==> src/rtl/dram_req_buffer_if.sv <==
// Cache-side and backend-side handshake bundle for dram_req_buffer.
// slave = the buffer's view; master = the cache/backend view driving it.
interface dram_req_buffer_if #(
    parameter int ADDR_W = 27,
    parameter int DATA_W = 128
);
    logic              m_req_en;
    logic              m_req_cmd;
    logic [ADDR_W-1:0] m_req_addr;
    logic [DATA_W-1:0] m_req_data;
    logic              m_req_rdy;
    logic              m_rsp_en;
    logic [DATA_W-1:0] m_rsp_data;
    logic              m_rsp_rdy;
    logic              s_req_en;
    logic              s_req_cmd;
    logic [ADDR_W-1:0] s_req_addr;
    logic [DATA_W-1:0] s_req_data;
    logic              s_req_rdy;
    logic              s_rsp_en;
    logic [DATA_W-1:0] s_rsp_data;
    logic              s_rsp_rdy;

    modport slave (
        input  m_req_en, m_req_cmd, m_req_addr, m_req_data, m_rsp_rdy,
        input  s_req_rdy, s_rsp_en, s_rsp_data,
        output m_req_rdy, m_rsp_en, m_rsp_data,
        output s_req_en, s_req_cmd, s_req_addr, s_req_data, s_rsp_rdy
    );

    modport master (
        output m_req_en, m_req_cmd, m_req_addr, m_req_data, m_rsp_rdy,
        output s_req_rdy, s_rsp_en, s_rsp_data,
        input  m_req_rdy, m_rsp_en, m_rsp_data,
        input  s_req_en, s_req_cmd, s_req_addr, s_req_data, s_rsp_rdy
    );
endinterface

==> src/rtl/dram_req_buffer.sv <==
// Dual FWFT FIFOs: cache->backend commands, backend->cache read lines; 1-cycle push-to-head.
// rdy = not full; strobes into a full FIFO are dropped and latch the sticky overflow flag.
module dram_req_buffer #(
    parameter int REQ_DEPTH = 4,
    parameter int RSP_DEPTH = 4,
    parameter int ADDR_W    = 27,
    parameter int DATA_W    = 128
) (
    input  logic               clk,
    input  logic               reset,
    dram_req_buffer_if.slave   bus,
    output logic               overflow
);
    localparam int REQ_AW = $clog2(REQ_DEPTH);
    localparam int RSP_AW = $clog2(RSP_DEPTH);
    localparam logic [REQ_AW:0] REQ_FULL = (REQ_AW+1)'(REQ_DEPTH);
    localparam logic [RSP_AW:0] RSP_FULL = (RSP_AW+1)'(RSP_DEPTH);

    typedef struct packed {
        logic              cmd;
        logic [ADDR_W-1:0] addr;
        logic [DATA_W-1:0] data;
    } req_t;

    req_t              req_mem_q [REQ_DEPTH];
    logic [DATA_W-1:0] rsp_mem_q [RSP_DEPTH];

    logic [REQ_AW-1:0] req_wptr_q, req_wptr_d, req_rptr_q, req_rptr_d;
    logic [REQ_AW:0]   req_cnt_q, req_cnt_d;
    logic [RSP_AW-1:0] rsp_wptr_q, rsp_wptr_d, rsp_rptr_q, rsp_rptr_d;
    logic [RSP_AW:0]   rsp_cnt_q, rsp_cnt_d;
    logic              overflow_q, overflow_d;

    logic req_full, req_empty, rsp_full, rsp_empty;
    logic req_push, req_pop, rsp_push, rsp_pop;
    req_t req_head;

    assign req_full  = (req_cnt_q == REQ_FULL);
    assign req_empty = (req_cnt_q == '0);
    assign rsp_full  = (rsp_cnt_q == RSP_FULL);
    assign rsp_empty = (rsp_cnt_q == '0);

    assign req_push = bus.m_req_en && !req_full;
    assign req_pop  = bus.s_req_rdy && !req_empty;
    assign rsp_push = bus.s_rsp_en && !rsp_full;
    assign rsp_pop  = bus.m_rsp_rdy && !rsp_empty;

    always_comb begin
        req_wptr_d = req_wptr_q;
        req_rptr_d = req_rptr_q;
        req_cnt_d  = req_cnt_q;
        rsp_wptr_d = rsp_wptr_q;
        rsp_rptr_d = rsp_rptr_q;
        rsp_cnt_d  = rsp_cnt_q;
        // A strobe against a full FIFO is lost, so the flag records it until reset.
        overflow_d = overflow_q | (bus.m_req_en & req_full) | (bus.s_rsp_en & rsp_full);

        if (req_push) req_wptr_d = req_wptr_q + 1'b1;
        if (req_pop)  req_rptr_d = req_rptr_q + 1'b1;
        if (req_push && !req_pop)      req_cnt_d = req_cnt_q + 1'b1;
        else if (!req_push && req_pop) req_cnt_d = req_cnt_q - 1'b1;

        if (rsp_push) rsp_wptr_d = rsp_wptr_q + 1'b1;
        if (rsp_pop)  rsp_rptr_d = rsp_rptr_q + 1'b1;
        if (rsp_push && !rsp_pop)      rsp_cnt_d = rsp_cnt_q + 1'b1;
        else if (!rsp_push && rsp_pop) rsp_cnt_d = rsp_cnt_q - 1'b1;
    end

    always_ff @(posedge clk) begin
        if (reset) begin
            req_wptr_q <= '0;
            req_rptr_q <= '0;
            req_cnt_q  <= '0;
            rsp_wptr_q <= '0;
            rsp_rptr_q <= '0;
            rsp_cnt_q  <= '0;
            overflow_q <= 1'b0;
        end else begin
            req_wptr_q <= req_wptr_d;
            req_rptr_q <= req_rptr_d;
            req_cnt_q  <= req_cnt_d;
            rsp_wptr_q <= rsp_wptr_d;
            rsp_rptr_q <= rsp_rptr_d;
            rsp_cnt_q  <= rsp_cnt_d;
            overflow_q <= overflow_d;
        end
    end

    // Storage is not reset; the zeroed counts keep stale entries unreachable.
    always_ff @(posedge clk) begin
        if (!reset && req_push)
            req_mem_q[req_wptr_q] <= '{cmd: bus.m_req_cmd, addr: bus.m_req_addr, data: bus.m_req_data};
        if (!reset && rsp_push)
            rsp_mem_q[rsp_wptr_q] <= bus.s_rsp_data;
    end

    assign req_head = req_empty ? '0 : req_mem_q[req_rptr_q];

    assign bus.m_req_rdy  = !req_full;
    assign bus.s_rsp_rdy  = !rsp_full;
    assign bus.s_req_en   = !req_empty;
    assign bus.m_rsp_en   = !rsp_empty;
    assign bus.s_req_cmd  = req_head.cmd;
    assign bus.s_req_addr = req_head.addr;
    assign bus.s_req_data = req_head.data;
    assign bus.m_rsp_data = rsp_empty ? '0 : rsp_mem_q[rsp_rptr_q];
    assign overflow       = overflow_q;
endmodule

==> src/flat_wrapper.sv <==
// flat-port wrapper written by rule: the top's interface ports become plain ports
module dram_req_buffer_flat 
#(
    parameter int REQ_DEPTH = 4,
    parameter int RSP_DEPTH = 4,
    parameter int ADDR_W    = 27,
    parameter int DATA_W    = 128
)
  (clk, reset, overflow, bus_m_req_en, bus_m_req_cmd, bus_m_req_addr, bus_m_req_data, bus_m_rsp_rdy, bus_s_req_rdy, bus_s_rsp_en, bus_s_rsp_data, bus_m_req_rdy, bus_m_rsp_en, bus_m_rsp_data, bus_s_req_en, bus_s_req_cmd, bus_s_req_addr, bus_s_req_data, bus_s_rsp_rdy);
  dram_req_buffer_if #(.ADDR_W(ADDR_W), .DATA_W(DATA_W)) bus_i ();
  input  logic clk;
  input  logic reset;
  output logic overflow;
  input wire logic [$bits(bus_i.m_req_en)-1:0] bus_m_req_en;
  input wire logic [$bits(bus_i.m_req_cmd)-1:0] bus_m_req_cmd;
  input wire logic [$bits(bus_i.m_req_addr)-1:0] bus_m_req_addr;
  input wire logic [$bits(bus_i.m_req_data)-1:0] bus_m_req_data;
  input wire logic [$bits(bus_i.m_rsp_rdy)-1:0] bus_m_rsp_rdy;
  input wire logic [$bits(bus_i.s_req_rdy)-1:0] bus_s_req_rdy;
  input wire logic [$bits(bus_i.s_rsp_en)-1:0] bus_s_rsp_en;
  input wire logic [$bits(bus_i.s_rsp_data)-1:0] bus_s_rsp_data;
  output wire logic [$bits(bus_i.m_req_rdy)-1:0] bus_m_req_rdy;
  output wire logic [$bits(bus_i.m_rsp_en)-1:0] bus_m_rsp_en;
  output wire logic [$bits(bus_i.m_rsp_data)-1:0] bus_m_rsp_data;
  output wire logic [$bits(bus_i.s_req_en)-1:0] bus_s_req_en;
  output wire logic [$bits(bus_i.s_req_cmd)-1:0] bus_s_req_cmd;
  output wire logic [$bits(bus_i.s_req_addr)-1:0] bus_s_req_addr;
  output wire logic [$bits(bus_i.s_req_data)-1:0] bus_s_req_data;
  output wire logic [$bits(bus_i.s_rsp_rdy)-1:0] bus_s_rsp_rdy;
  assign bus_i.m_req_en = bus_m_req_en;
  assign bus_i.m_req_cmd = bus_m_req_cmd;
  assign bus_i.m_req_addr = bus_m_req_addr;
  assign bus_i.m_req_data = bus_m_req_data;
  assign bus_i.m_rsp_rdy = bus_m_rsp_rdy;
  assign bus_i.s_req_rdy = bus_s_req_rdy;
  assign bus_i.s_rsp_en = bus_s_rsp_en;
  assign bus_i.s_rsp_data = bus_s_rsp_data;
  assign bus_m_req_rdy = bus_i.m_req_rdy;
  assign bus_m_rsp_en = bus_i.m_rsp_en;
  assign bus_m_rsp_data = bus_i.m_rsp_data;
  assign bus_s_req_en = bus_i.s_req_en;
  assign bus_s_req_cmd = bus_i.s_req_cmd;
  assign bus_s_req_addr = bus_i.s_req_addr;
  assign bus_s_req_data = bus_i.s_req_data;
  assign bus_s_rsp_rdy = bus_i.s_rsp_rdy;
  dram_req_buffer #(.REQ_DEPTH(REQ_DEPTH), .RSP_DEPTH(RSP_DEPTH), .ADDR_W(ADDR_W), .DATA_W(DATA_W)) u_core (.clk(clk), .reset(reset), .bus(bus_i), .overflow(overflow));
endmodule
==> config.mk <==
export PLATFORM = sky130hd
export DESIGN_NAME = dram_req_buffer_flat
export DESIGN_NICKNAME = d
export VERILOG_FILES = /design/src/rtl/dram_req_buffer_if.sv /design/src/rtl/dram_req_buffer.sv /design/src/flat_wrapper.sv
export SDC_FILE = /design/constraint.sdc
export NUM_CORES = 1
export LEC_CHECK = 0
export BUFFER_PORTS_ARGS = -buffer_cell sky130_fd_sc_hd__clkbuf_2
export CAP_MARGIN = 20
export CORE_ASPECT_RATIO = 0.8
export CORE_MARGIN = 3
export CORE_UTILIZATION = 25
export CTS_CLUSTER_SIZE = 8
export DETAILED_ROUTE_END_ITERATION = 7
export GPL_ROUTABILITY_DRIVEN = 0
export PLACE_DENSITY = 0.52
export SYNTH_ARGS = -nofsm -noshare
export SYNTH_HDL_FRONTEND = slang
export SYNTH_SLANG_ARGS = --single-unit
export TNS_END_PERCENT = 100
==> constraint.sdc <==
create_clock -name clk -period 13.41 [get_ports clk]
set_input_delay 1.341 -clock clk [delete_from_list [all_inputs] [get_ports clk]]
set_output_delay 1.341 -clock clk [all_outputs]
set_load 0.1 [all_outputs]
==> results of run 1 <==
==> final cells by class <==
cell class / instances / area share, %
Sequential cell: 1155 / 64.0
Multi-Input combinational cell: 641 / 16.4
Clock buffer: 180 / 7.76
Timing Repair Buffer: 608 / 5.92
Tap cell: 2277 / 5.28
Clock inverter: 16 / 0.545
Antenna cell: 14 / 0.0650
Inverter: 8 / 0.0557
==> cell usage in the layout, fill, tap and decap left out, drive strengths merged <==
| master | instances |
|---|---|
| o311ai | 2 |
| edfxtp | 1136 |
| fa | 2 |
| or3 | 4 |
| buf | 30 |
| clkinvlp | 1 |
| ha | 10 |
| nor3b | 8 |
| mux2i | 4 |
| nand2 | 2 |
| nand2b | 4 |
| mux4 | 284 |
| o31ai | 2 |
| xor2 | 8 |
| a31oi | 1 |
| clkinv | 6 |
| inv | 17 |
| nand3 | 1 |
| nor2 | 16 |
| mux2 | 2 |
| clkbuf | 758 |
| o21ai | 2 |
| diode | 14 |
| and2 | 284 |
| a21oi | 3 |
| or3b | 2 |
| dfxtp | 19 |
==> worst max-delay path, stage by stage (launching register included) <==
cell                       delay [ns]
sky130_fd_sc_hd__dfxtp_4         0.63
sky130_fd_sc_hd__buf_4           0.83
sky130_fd_sc_hd__buf_12          0.52
sky130_fd_sc_hd__mux4_2          0.60
sky130_fd_sc_hd__and2_1          0.20
sky130_fd_sc_hd__clkbuf_2        0.39
==> state kept, by name, indices dropped and copies added, names as in the netlist, named ones only <==
signal	flops
u_core.req_mem_q	624
u_core.rsp_mem_q	512
u_core.req_cnt_q	3
u_core.rsp_cnt_q	3
u_core.req_rptr_q	2
u_core.req_wptr_q	2
u_core.rsp_rptr_q	2
u_core.rsp_wptr_q	2
u_core.overflow	1
==> worst paths after layout <==
check,endpoint,slack [ns],startpoint,depth (start not counted)
max,bus_s_req_data[64],7.79,flop,5
min,u_core.req_wptr_q[1],0.52,u_core.req_wptr_q[1],2
min reg2reg,u_core.req_wptr_q[1],0.52,u_core.req_wptr_q[1],2
max reg2reg,u_core.rsp_mem_q[3][84],9.85,u_core.rsp_cnt_q[0],6
==> metal layers <==
metal  track usage, %  up-vias  wire length, um
met4             3.52       20             2480
met3             4.38      186             8120
li1                 -     9118                -
met1             13.3    10800            40500
met5                0        -              137
met2             18.9      562            52200
==> cells by family (layout without fill, tap and decap cells) <==
family	count (synthesis)	in the layout	synth area share (%)
fa+ha+maj	12	12	0.376
flops	1155	1155	78.5
compound gates	10	10	0.145
simple gates	321	321	4.51
mux	290	290	14.7
xor+xnor	8	8	0.159
buf+inv	105	812	1.59
other cells	0	14	0
==> metrics by stage <==
stage,utilization (%),area [um2],cells,hold slack [ns],setup TNS [ns]
6_report,31.1,53900,4899,0.522,0
5_1_grt,31.1,53900,4891,0.568,0
4_1_cts,31.1,53900,4885,0.525,0
3_5_place_dp,28.5,49400,4689,0.518,0
3_3_place_gp,28.5,49400,4689,0.514,0
2_1_floorplan,-,43900,1901,0.482,-335.89
==> summary.log, run 1 <==
[status] run status completed
[clock_network] insertion delay to the later sink of the worst-skew pair 0.78 ns
[global_route] initial antenna violation count 29
[synthesis] Yosys cell types 29
[clock_network] maximum buffer depth of the clock tree 3
[clock_network] sink count of the clock tree 1155
[timing] worst slew slack as a fraction of its limit 28.9%
[timing] period utilisation layout 41.9%
[synthesis] top post-synthesis cells by area sky130_fd_sc_hd__edfxtp_1 (78%), sky130_fd_sc_hd__mux4_2 (15%), sky130_fd_sc_hd__and2_1 (4.0%)
[synthesis] area share of the leading cell type in the synthesized netlist 77.6%
[setup_path] Critical Path End Type primary output
[layout] Layout fillers 16700
[timing] RSZ-0062 raised after global routing false
[global_route] wire length of the first global-routing pass 151 mm
[setup_path] Req. time, crit path 12.07 ns
[clock_network] number of setup buffers added after CTS 0
[timing] setup violators final 0
[detailed_routing] Detailed Routing Iterations Pass 1 6
[clock_network] number of clock buffers inserted by TritonCTS 163
[floorplanning] die height 381 um
[place] worst slack, placed 8.47 ns
[place] estimated wirelength of the detail-placed design 62.5 mm
[layout] Storage cell area 0.0345 mm2
[layout] growth of design area from synthesis to finish 22.7%
[synthesis] Gate Count Post-Synth 1901
[floorplanning] Ports 579
[floorplanning] effective utilization at floorplan 25.4%
[global_route] Tot GR Track Use 11.3%
[timing] slew at the pin closest to its max-slew limit 1.07 ns
[synthesis] most repeated cell in the gate-level netlist after synthesis sky130_fd_sc_hd__edfxtp_1
[clock_network] number of gates given a new drive strength after cts 0
[synthesis] cell type with the highest aggregate area in the netlist sky130_fd_sc_hd__edfxtp_1
[clock_network] clock transition at the registers of the reported paths 0.05 ns
[synthesis] Ys Warns 0
[place] IO buf count 578
[layout] area taken by multi-input logic gates 0.00881 mm2
[floorplanning] die footprint 0.181 mm2
[setup_path] critical path class reg -> out
[clock_network] H-tree depth 4
[detailed_routing] DRC violation count after routing 0
[timing] worst-case clock skew 0.0481 ns
[synthesis] count of flip-flops with a built-in enable after synthesis 1136
[floorplanning] core region area 0.173 mm2
[clock_network] post-cts hold buffer count 0
[synthesis] prevailing post-synth register cell sky130_fd_sc_hd__edfxtp_1
[floorplanning] number of placement rows 136
[run] max-cap violation count 0
[global_route] largest net degree at the start of global routing 138
[synthesis] Synth Register Bits 1155
[timing] Achievable Freq 178 MHz
[clock_network] clock tree from TritonCTS done
[detailed_routing] Routed WL 103 mm
[timing] setup ws final 7.79 ns
[floorplanning] Chip Width 475 um
[synthesis] mean instance size in the synthesized netlist 23.1 um2
[global_route] Overflow after GRT 0
[detailed_routing] total number of vias 20700
[setup_path] Arrival @ worst endpoint 4.28 ns
[detailed_routing] Vias/cell 4.22
[synthesis] share of synthesized area occupied by flip-flops and latches 78.5%
[synthesis] asr flop ratio synth 0%
[detailed_routing] number of nets still failing antenna checks after routing 0
[timing] count of pins over their slew limit 0
[setup_path] crit start category flop
[timing] Final Hold Violating Endpoints 0
[setup_path] Worst Path Max Fanout 93
[synthesis] most frequent cells after synthesis sky130_fd_sc_hd__edfxtp_1 (1136), sky130_fd_sc_hd__and2_1 (284), sky130_fd_sc_hd__mux4_2 (284)
[synthesis] summed instance area of the synthesized netlist 0.0439 mm2
[global_route] vias in the first global route 22100
[layout] number of nets in the layout 2879
[timing] final period demand of the worst path 5.62 ns
[detailed_routing] number of violations reported at the end of detailed-routing iteration 0 1236
[layout] fraction of final layout cells sized beyond drive strength 1 41.8%
[synthesis] number of nets produced by synthesis 2203
[min_path] HP Class reg -> reg
[clock_network] master cell of the clock root buffer sky130_fd_sc_hd__clkbuf_16
[detailed_routing] wire length per cell after detailed routing 21.1 um
Power of run 1 is not shown: default switching activity piles up to over one toggle a cycle in this logic, so the estimate is an artifact.
==> inputs of run 2 (changes only) <==
Settings changed: PLACE_DENSITY 0.52 to 0.51.
Clock period 13.41 ns to 5.8 ns, I/O delays scaled along.
==> run 2 against run 1 <==
Final cell count is 6.0% higher; hold slack worse by 0.43 ns; non-clock buffer count is 286 higher; clock-buffer cell count is 3 higher.
==> summary.log, run 2 (synthesis results as in run 1) <==
[setup_path] critical path class reg -> out
[timing] RSZ-0062 raised after global routing false
[detailed_routing] number of violations reported at the end of detailed-routing iteration 0 1415 [+14%]
[detailed_routing] Vias/cell 4.21 [-0.22%]
[timing] worst-case clock skew 0.0368 ns [-0.0113 ns]
[timing] setup violators final 0 [unchanged]
[clock_network] H-tree depth 4 [unchanged]
[setup_path] Critical Path End Type primary output
[setup_path] standard cell with the maximum stage delay on the critical path sky130_fd_sc_hd__dfxtp_4
[floorplanning] effective utilization at floorplan 25.4% [unchanged]
[global_route] largest net degree at the start of global routing 132 [-4.3%]
[clock_network] insertion delay to the later sink of the worst-skew pair 0.78 ns [about the same]
[timing] worst slew slack as a fraction of its limit 23.7% [-5.2 points]
[setup_path] number of cell instances on the worst register-to-register path 4 [-2]
[floorplanning] die height 381 um [unchanged]
[detailed_routing] total number of vias 21900 [+5.8%]
[place] IO buf count 578 [unchanged]
[timing] count of pins over their slew limit 0 [unchanged]
[setup_path] worst stage delay on the critical path 0.88 ns [+0.05 ns]
[status] run status completed
[timing] slew at the pin closest to its max-slew limit 1.15 ns [+0.0783 ns]
[layout] commonest cells after routing, fill and taps aside sky130_fd_sc_hd__edfxtp_1 (1136), sky130_fd_sc_hd__clkbuf_2 (578), sky130_fd_sc_hd__mux4_2 (284), sky130_fd_sc_hd__and2_1 (284), sky130_fd_sc_hd__dlygate4sd3_1 (280)
[floorplanning] Ports 579 [unchanged]
[timing] final-layout setup total negative slack 0 ns [unchanged]
[layout] most frequent standard cell in the layout excluding fill and tap cells sky130_fd_sc_hd__edfxtp_1
[timing] Achievable Freq 253 MHz
[floorplanning] core region area 0.173 mm2 [unchanged]
[global_route] vias in the first global route 23800 [+7.6%]
[detailed_routing] Routed WL 106 mm [+2.0%]
[timing] period utilisation layout 68.3%
[clock_network] number of clock buffers inserted by TritonCTS 165 [+1.2%]
[floorplanning] number of placement rows 136 [unchanged]
[min_path] HP Class in -> reg
[clock_network] master cell of the clock root buffer sky130_fd_sc_hd__clkbuf_16
[layout] number of flip-flops in the largest register 624 [unchanged]
[clock_network] number of gates given a new drive strength after cts 0 [unchanged]
[clock_network] sink count of the clock tree 1155 [unchanged]
[setup_path] worst reg2reg path startpoint u_core.req_cnt_q[0]
[layout] number of nets in the layout 3167 [+10%]
[detailed_routing] Detailed Routing Iterations Pass 1 5 [-1]
[setup_path] CP cell instances buf_4 -> mux4_2 -> and2_1 -> clkbuf_2
[timing] final period demand of the worst path 3.96 ns
[global_route] initial antenna violation count 19 [-34%]
[layout] Most flops, register u_core.req_mem_q
[setup_path] Worst Path Max Fanout 34 [-63%]
[setup_path] Arrival @ worst endpoint 3.38 ns [-0.90 ns]
[timing] Final Hold Violating Endpoints 0 [unchanged]
[detailed_routing] wire length per cell after detailed routing 20.3 um [-3.8%]
[layout] Top Registers u_core.req_mem_q (624), u_core.rsp_mem_q (512)
[place] estimated wirelength of the detail-placed design 63.2 mm [+1.2%]
[setup_path] flop2flop setup slack 3.05 ns [-6.80 ns]
[setup_path] sum of buffers and inverters on the critical path 2 [-1]
[setup_path] crit start category flop
[detailed_routing] number of nets still failing antenna checks after routing 0 [unchanged]
[clock_network] clock tree from TritonCTS done
[layout] growth of design area from synthesis to finish 29.7%
[setup_path] number of cells on the critical path 4 [-1]
[floorplanning] Chip Width 475 um [unchanged]
[min_path] Hold Path Depth 1 [-1]
[global_route] Overflow after GRT 0 [unchanged]
[clock_network] clock transition at the registers of the reported paths 0.05 ns [about the same]
[global_route] wire length of the first global-routing pass 157 mm [+3.9%]
[clock_network] maximum buffer depth of the clock tree 3 [unchanged]
[setup_path] dominant delay contributor by cell family on the critical path buffers and inverters
[setup_path] worst reg2reg path endpoint u_core.req_mem_q[0][72]
[layout] fraction of final layout cells sized beyond drive strength 1 38.0% [-3.8 points]
[detailed_routing] DRC violation count after routing 0 [unchanged]
[setup_path] crit path to bus_m_rsp_data[20]
[global_route] Tot GR Track Use 11.5% [+0.26 points]
[floorplanning] die footprint 0.181 mm2 [unchanged]
[run] max-cap violation count 0 [unchanged]
[setup_path] Req. time, crit path 5.22 ns [-6.85 ns]
run 2: cell count changes in the layout (fill, tap and decap cells not counted), sizes merged:
cell,previous run,this run
clkbuf,758,761
dlygate4sd3,0,280
buf,30,36
inv,17,13
clkinv,6,10
diode,14,18
clkinvlp,1,3
run 2: area by class of cell:
class / count / area, um2
fillers: 16600 / 116000
flip-flops and latches: 1155 / 34500
multi-input cells: 641 / 8840
repair buffers: 894 / 6150
clock buffers: 183 / 4240
well taps: 2277 / 2850
clock inverters: 18 / 323
diodes: 18 / 45.0
inverters: 8 / 30.0
run 2: what timing repair did:
action | in CTS | in global routing
setup endpoints to repair | 0 | 0
hold endpoints to repair | 1117 | 0
hold buffers | 280 | 0
buffers inserted | 0 | 0
run 2: through the flow:
stage	cell area [um2]	instances	setup WS, ns	hold slack [ns]	util [%]
2_1_floorplan	44000	1901	-1.25	0.482	-
3_3_place_gp	49600	4695	2.51	0.509	28.6
3_5_place_dp	49600	4695	2.43	0.507	28.6
4_1_cts	56900	5176	1.59	0.00461	32.9
5_1_grt	57000	5186	1.50	0.00767	32.9
6_report	57000	5194	1.84	0.0902	32.9
run 2: layer usage:
layer  track usage, %  wire length, um
met1             14.2            43700
met2             18.8            51100
met3             4.20             7890
met4             3.78             2790
met5                0               41
run 2: worst min path at each step:
stage                         startpoint                  endpoint  slack (ns)
floorplan           u_core.req_wptr_q[1]      u_core.req_wptr_q[1]        0.48
global placement    u_core.rsp_wptr_q[1]      u_core.rsp_wptr_q[1]        0.51
detailed placement  u_core.req_wptr_q[1]      u_core.req_wptr_q[1]        0.51
CTS                   bus_m_req_addr[25]  u_core.req_mem_q[2][153]       0.005
global route          bus_m_req_addr[25]  u_core.req_mem_q[0][153]       0.008
finish                bus_m_req_addr[25]  u_core.req_mem_q[2][153]        0.09
run 2: worst reg2reg max path, delay by kind of cell, from the launching register on:
| kind | cells | cell delay [ns] |
|---|---|---|
| flops | 1 | 0.47 |
| buf+inv | 1 | 0.52 |
| simple gates | 3 | 1.22 |
Power of run 2 is left out for the same reason.
